`config.mk`:
```
export PLATFORM = sky130hd
export DESIGN_NAME = mem_port_arbiter
export DESIGN_NICKNAME = d
export VERILOG_FILES = /design/src/rtl/mem_port_arbiter.sv
export SDC_FILE = /design/constraint.sdc
export NUM_CORES = 1
export LEC_CHECK = 0
export ABC_AREA = 1
export CELL_PAD_IN_SITES_DETAIL_PLACEMENT = 2
export CELL_PAD_IN_SITES_GLOBAL_PLACEMENT = 2
export CORE_MARGIN = 4
export CORE_UTILIZATION = 24
export CTS_BUF_LIST = sky130_fd_sc_hd__clkbuf_16
export CTS_CLUSTER_DIAMETER = 50
export DETAILED_ROUTE_END_ITERATION = 6
export GPL_TIMING_DRIVEN = 0
export PLACE_DENSITY_LB_ADDON = 0.12
export RECOVER_POWER = 25
export SYNTH_ARGS = -nofsm -noshare
export SYNTH_HDL_FRONTEND = slang
export SYNTH_SLANG_ARGS = --single-unit
export TNS_END_PERCENT = 30
```
`constraint.sdc`:
```
create_clock -name clk -period 1.89 [get_ports clk]
set_input_delay 0.2835 -clock clk [delete_from_list [all_inputs] [get_ports clk]]
set_output_delay 0.2835 -clock clk [all_outputs]
set_load 0.01 [all_outputs]
```
`src/rtl/mem_port_arbiter.sv`:
```
// mem_port_arbiter: shares one memory port between instruction fetch and
// data access. Data requests win over fetches. The block runs the mem_req/mem_ack
// handshake with a timeout, and returns read data through one-cycle ready pulses.
// A fetch cancelled by a flush keeps its handshake open until the memory
// acknowledges, but its data is thrown away.
// Optional feature: define ARB_PERF_CNT_EN to add saturating stall-cycle counters.
module mem_port_arbiter #(
    parameter int ADDR_W  = 32,
    parameter int DATA_W  = 32,
    parameter int TIMEOUT = 64
) (
    input  logic                  clk,
    input  logic                  rst_n,
    input  logic                  if_req,
    input  logic [ADDR_W-1:0]     if_addr,
    output logic [DATA_W-1:0]     if_rdata,
    output logic                  if_ready,
    output logic                  if_stall,
    input  logic                  flush,
    input  logic                  d_rd,
    input  logic                  d_wr,
    input  logic [ADDR_W-1:0]     d_addr,
    input  logic [DATA_W-1:0]     d_wdata,
    input  logic [DATA_W/8-1:0]   d_wstrb,
    output logic [DATA_W-1:0]     d_rdata,
    output logic                  d_ready,
    output logic                  d_stall,
    output logic                  mem_req,
    output logic                  mem_we,
    output logic [ADDR_W-1:0]     mem_addr,
    output logic [DATA_W-1:0]     mem_wdata,
    output logic [DATA_W/8-1:0]   mem_wstrb,
    input  logic [DATA_W-1:0]     mem_rdata,
    input  logic                  mem_ack,
    output logic                  bus_err
`ifdef ARB_PERF_CNT_EN
    ,
    output logic [31:0]           if_stall_cnt,
    output logic [31:0]           d_stall_cnt
`endif
);

    localparam int          STRB_W   = DATA_W / 8;
    localparam logic [15:0] LAST_CNT = 16'(TIMEOUT - 1);

    typedef enum logic [1:0] {IDLE, BUSY_I, BUSY_D, DROP} state_t;

    state_t              r_state;
    state_t              w_state_next;
    logic [15:0]         r_cnt;

    logic                r_mem_req;
    logic                r_mem_we;
    logic [ADDR_W-1:0]   r_mem_addr;
    logic [DATA_W-1:0]   r_mem_wdata;
    logic [STRB_W-1:0]   r_mem_wstrb;
    logic [DATA_W-1:0]   r_if_rdata;
    logic [DATA_W-1:0]   r_d_rdata;

    // Completion is recorded in a pending flag first, so the ready pulse lands
    // one cycle after the handshake closes; bus_err follows the same path so
    // it coincides with the owner's ready pulse.
    logic                r_if_pend;
    logic                r_d_pend;
    logic                r_err_pend;
    logic                r_if_ready;
    logic                r_d_ready;
    logic                r_bus_err;

    logic                w_busy;
    logic                w_timeout;
    logic                w_if_elig;
    logic                w_d_elig;
    logic                w_start_i;
    logic                w_start_d;
    logic                w_if_done;
    logic                w_d_done;
    logic                w_err;
    logic                w_clr_cnt;
    logic                w_if_stall;
    logic                w_d_stall;

    assign w_busy    = (r_state != IDLE);
    assign w_timeout = w_busy && !mem_ack && (r_cnt == LAST_CNT);

    // A requester whose completion is pending or pulsing must not be re-issued
    // while it still holds its request line.
    assign w_d_elig  = (d_rd || d_wr) && !r_d_ready && !r_d_pend;
    assign w_if_elig = if_req && !r_if_ready && !r_if_pend;

    assign w_if_stall = if_req && !r_if_ready;
    assign w_d_stall  = (d_rd || d_wr) && !r_d_ready;

    // State register
    always_ff @(posedge clk or negedge rst_n) begin
        if (!rst_n) begin
            r_state <= IDLE;
        end else begin
            r_state <= w_state_next;
        end
    end

    // Next-state logic: data beats fetch; a flush turns an open fetch into DROP
    always_comb begin
        w_state_next = r_state;
        unique case (r_state)
            IDLE: begin
                if (w_d_elig) begin
                    w_state_next = BUSY_D;
                end else if (w_if_elig && !flush) begin
                    w_state_next = BUSY_I;
                end
            end
            BUSY_I: begin
                if (mem_ack || w_timeout) begin
                    w_state_next = IDLE;
                end else if (flush) begin
                    w_state_next = DROP;
                end
            end
            BUSY_D: begin
                if (mem_ack || w_timeout) begin
                    w_state_next = IDLE;
                end
            end
            DROP: begin
                if (mem_ack || w_timeout) begin
                    w_state_next = IDLE;
                end
            end
            default: w_state_next = IDLE;
        endcase
    end

    // Output decode: which transaction starts, which owner completes, and errors
    always_comb begin
        w_start_i = 1'b0;
        w_start_d = 1'b0;
        w_if_done = 1'b0;
        w_d_done  = 1'b0;
        w_err     = 1'b0;
        w_clr_cnt = 1'b0;
        unique case (r_state)
            IDLE: begin
                w_start_d = w_d_elig;
                w_start_i = !w_d_elig && w_if_elig && !flush;
                w_clr_cnt = 1'b1;
            end
            BUSY_I: begin
                // A flush in the completing cycle still discards the fetch
                w_if_done = (mem_ack || w_timeout) && !flush;
                w_err     = w_timeout;
                w_clr_cnt = flush && !mem_ack && !w_timeout;
            end
            BUSY_D: begin
                w_d_done = mem_ack || w_timeout;
                w_err    = w_timeout;
            end
            DROP: begin
                w_err = w_timeout;
            end
            default: ;
        endcase
    end

    // Timeout counter: zero while idle or on entering DROP, counts unacked cycles
    always_ff @(posedge clk or negedge rst_n) begin
        if (!rst_n) begin
            r_cnt <= '0;
        end else if (w_clr_cnt) begin
            r_cnt <= '0;
        end else if (!mem_ack) begin
            r_cnt <= r_cnt + 16'd1;
        end
    end

    // Memory-side request registers, frozen for the whole handshake
    always_ff @(posedge clk or negedge rst_n) begin
        if (!rst_n) begin
            r_mem_req   <= 1'b0;
            r_mem_we    <= 1'b0;
            r_mem_addr  <= '0;
            r_mem_wdata <= '0;
            r_mem_wstrb <= '0;
        end else if (w_start_d) begin
            r_mem_req   <= 1'b1;
            r_mem_we    <= d_wr;
            r_mem_addr  <= d_addr;
            r_mem_wdata <= d_wr ? d_wdata : '0;
            r_mem_wstrb <= d_wr ? d_wstrb : '0;
        end else if (w_start_i) begin
            r_mem_req   <= 1'b1;
            r_mem_we    <= 1'b0;
            r_mem_addr  <= if_addr;
            r_mem_wdata <= '0;
            r_mem_wstrb <= '0;
        end else if (w_busy && (mem_ack || w_timeout)) begin
            r_mem_req   <= 1'b0;
        end
    end

    // Response path: capture read data, then pulse ready/bus_err a cycle later
    always_ff @(posedge clk or negedge rst_n) begin
        if (!rst_n) begin
            r_if_rdata <= '0;
            r_d_rdata  <= '0;
            r_if_pend  <= 1'b0;
            r_d_pend   <= 1'b0;
            r_err_pend <= 1'b0;
            r_if_ready <= 1'b0;
            r_d_ready  <= 1'b0;
            r_bus_err  <= 1'b0;
        end else begin
            r_if_pend  <= w_if_done;
            r_d_pend   <= w_d_done;
            r_err_pend <= w_err;
            r_if_ready <= r_if_pend;
            r_d_ready  <= r_d_pend;
            r_bus_err  <= r_err_pend;
            if (w_if_done) begin
                r_if_rdata <= w_timeout ? '0 : mem_rdata;
            end
            if (w_d_done) begin
                r_d_rdata <= (w_timeout || r_mem_we) ? '0 : mem_rdata;
            end
        end
    end

`ifdef ARB_PERF_CNT_EN
    logic [31:0] r_if_stall_cnt;
    logic [31:0] r_d_stall_cnt;

    // Saturating stall-cycle counters for performance profiling
    always_ff @(posedge clk or negedge rst_n) begin
        if (!rst_n) begin
            r_if_stall_cnt <= '0;
            r_d_stall_cnt  <= '0;
        end else begin
            if (w_if_stall && (r_if_stall_cnt != 32'hFFFF_FFFF)) begin
                r_if_stall_cnt <= r_if_stall_cnt + 32'd1;
            end
            if (w_d_stall && (r_d_stall_cnt != 32'hFFFF_FFFF)) begin
                r_d_stall_cnt <= r_d_stall_cnt + 32'd1;
            end
        end
    end

    assign if_stall_cnt = r_if_stall_cnt;
    assign d_stall_cnt  = r_d_stall_cnt;
`endif

    assign if_rdata  = r_if_rdata;
    assign if_ready  = r_if_ready;
    assign if_stall  = w_if_stall;
    assign d_rdata   = r_d_rdata;
    assign d_ready   = r_d_ready;
    assign d_stall   = w_d_stall;
    assign mem_req   = r_mem_req;
    assign mem_we    = r_mem_we;
    assign mem_addr  = r_mem_addr;
    assign mem_wdata = r_mem_wdata;
    assign mem_wstrb = r_mem_wstrb;
    assign bus_err   = r_bus_err;

endmodule

```
==> flow_summary.toml <==
[final_layout]
finalInstanceArea_sq_um = 11080
multi_input_area_sq_um = 2684
drive_gt1_share_pct = 11.39
finalNetCount = 1268
final-seq-area_sq_um = 3955
area_delta_synth_final_pct = 59.50
fill_cells = 3219

[floorplanning]
dieArea_sq_um = 31740
die_x_um = 178.1
start_util_pct = 24.27
ios = 278
fp-row-count = 62
chipHeight_um = 178.1
fp.coreArea_sq_um = 28630

[power]
cellPowerDensity_nw_per_um2 = 1558
p_total_mw = 17.27
power_leakage_nw = 5.070
max-vdd-ir-drop_uv = 490.6

[setup_path]
path_max_fanout = 10
cp-start-kind = "flip-flop"
setup.worst_path.class = "reg2reg"
worstPathCellList = "ha_4 > nand3_4 > nor2_4 > nand3_4 > nand2_1 > inv_1 > clkbuf_4 > nand2_1 > o21ai_1"
cp.required_ns = 2.23
slowest_stage = "dfrtp_1"
endpoint_kind = "flip-flop"
critical_path.max_stage_delay_ns = 0.43
crit_arrival_ns = 2.13

[route]
num_vias = 6873
drtAntennaViolNets = 0
viasPerCell = 4.504
wl_per_cell_um = 18.96
routed_wl_um = 28930
drc = 0
firstDrtPassIters = 4
drt_iter0_markers = 182

[cts]
cts-root-buf = "clkbuf_16"
insertion_delay_ns = 0.43
cts_buffers = 17
cts_sinks = 158
clockBufferDepth = 2
cts.clk_slew.worst_paths_ns = 0.07
cts_htree_levels = 4
cts_tree = "yes"

[timing]
finClkSkew_ns = 0.01250
fin_crit_ns = 1.785
period_share_pct = 94.46
whs_ns = 0.3528
rsz0062_at_grt = "yes"
hold_violations = 0
worst_pin_slew_ns = 0.7884
relSlewSlack_pct = 47.44
setup_viol = 0
worst_slack_ns = 0.1046
fmax_mhz = 560.1
drv_slew = 0
final.setup.tns_ns = 0

[placed_design]
placed_area_sq_um = 10230
globalplace.congestion = 0.7439
io_buffers = 277
pre_cts_slack_ns = -0.9876
hpwl_um = 21420

[synthesis]
yosysTopAreaCell = "dfrtp_1"
synthMostInstantiatedCell = "nand2_1"
ys_seq_area_share_pct = 56.91
ys_async_sr_fraction_pct = 100.0
netlist_area_sq_um = 6948
syn_inst = 813
syn-num-nets = 953
ys_warn_count = 0
synth-main-ff-cell = "dfrtp_1"
synth.distinct_cells = 29
synth_seq_cells = 158
synth_top_area_share_pct = 56.91
synth_area_leaders = "dfrtp_1, nand2_1, nor2_1, o21ai_1, o21ai_0"
synth_edf_count = 0
synth_area_per_cell_sq_um = 8.546
synthTopCellsByCount = "nand2_1, dfrtp_1, nor2_1"

[flow_run]
drv_cap = 0

[grt]
grt_max_degree = 98
overflow = 0
grt_pass1_vias = 7379
grt_antenna_before_repair = 7
grt_first_pass_wirelength_um = 44110
grt_usage_pct = 18.01

[hold_path]
min_path_type = "reg2reg"

[run_status]
status = "finished, final reports clean"
[cell families after synthesis]
family                     Yosys count  synth area share (%)
and+or+nand+nor                    430                 25.50
DFF                                158                 56.91
AOI/OAI and AO/OA                  135                 10.84
xor gates and xnor gates             8                 1.009
adders and majority gates            1                0.1801
buffers and inverters               81                 5.565
[worst max-delay path, delay by kind of cell (launching register included)]
| kind | cells | cell delay (ns) |
|---|---|---|
| DFF | 1 | 0.43 |
| adders and majority gates | 1 | 0.21 |
| buffers and inverters | 2 | 0.41 |
| AOI/OAI and AO/OA | 1 | 0.16 |
| and+or+nand+nor | 5 | 0.48 |
[cell usage in the layout, fill, tap and decap left out, types with 3 or more instances in the layout]
cell,netlist,routed
a21oi_1,3,3
buf_2,6,5
buf_4,0,19
buf_6,10,13
clkbuf_1,30,12
clkbuf_16,0,17
clkbuf_2,0,12
clkbuf_4,0,4
clkdlybuf4s50_1,0,275
dfrtp_1,158,157
inv_1,31,32
inv_2,3,3
inv_6,0,6
inv_8,0,3
nand2_1,277,274
nand2_2,1,4
nand3_1,51,50
nand4_1,6,6
nor2_1,76,70
nor2_2,1,5
nor2_4,2,4
nor3_1,8,6
o21ai_0,55,55
o21ai_1,56,56
o21ai_2,20,20
xor2_1,7,7
[registers in the layout (all words and copies together) (netlist names)]
signal	cells
d_rdata	32
if_rdata	32
mem_addr	32
mem_wdata	32
r_cnt	16
mem_wstrb	4
r_state	2
bus_err	1
d_ready	1
if_ready	1
mem_req	1
mem_we	1
r_d_pend	1
r_err_pend	1
r_if_pend	1
[final timing paths]
path                       startpoint            end  slack (ns)  cells after the start
setup / recovery             r_cnt[1]     d_rdata[1]        0.10                      9
hold / removal             r_err_pend        bus_err        0.35                      0
setup reg to reg             r_cnt[1]     d_rdata[1]        0.10                      9
hold reg to reg            r_err_pend        bus_err        0.35                      0
max in group asynchronous       rst_n       r_cnt[2]        0.28                      3
min in group asynchronous       rst_n  mem_wdata[19]        0.46                      2
[report_power, final]
part	total, mW	internal (mW)	switching [mW]
registers	5.62	4.82	0.807
logic	8.05	3.88	4.17
clock network	3.60	2.00	1.60
total	17.3	10.7	6.58
[repair_timing]
action / in CTS / in global routing
pin swaps: 2 / 6
endpoints found under the setup margin: 147 / 135
hold buffers: 1 / 0
resized for setup: 26 / 35
buffers inserted: 4 / 12
cloned: 0 / 1
hold endpoints to repair: 96 / 0
[routing by layer]
metal,vias to the layer above,global-route usage (%),share of wire [%],routed length (um)
met5,-,0,0.23,66
met4,10,5.060,1.8,509
met3,38,6.528,9.3,2684
met2,195,29.68,47,13610
met1,3376,22.26,42,12060
li1,3254,-,-,-
[stage by stage]
stage,instances,utilization (%)
detailed placement,1475,35.75
CTS,1512,38.22
floorplan,813,-
finish,1526,38.71
global route,1526,38.71
global placement,1474,35.64
[layout make-up]
cell class / count / area share (%)
Antenna cell: 1 / 0.02258
Sequential cell: 158 / 35.69
Tap cell: 384 / 4.336
Buffer: 47 / 2.823
Multi-Input combinational cell: 574 / 24.22
Timing Repair Buffer: 296 / 26.37
Clock inverter: 15 / 1.547
Clock buffer: 17 / 3.839
Inverter: 34 / 1.152
Note: power is estimated with default switching activity, not from simulation.
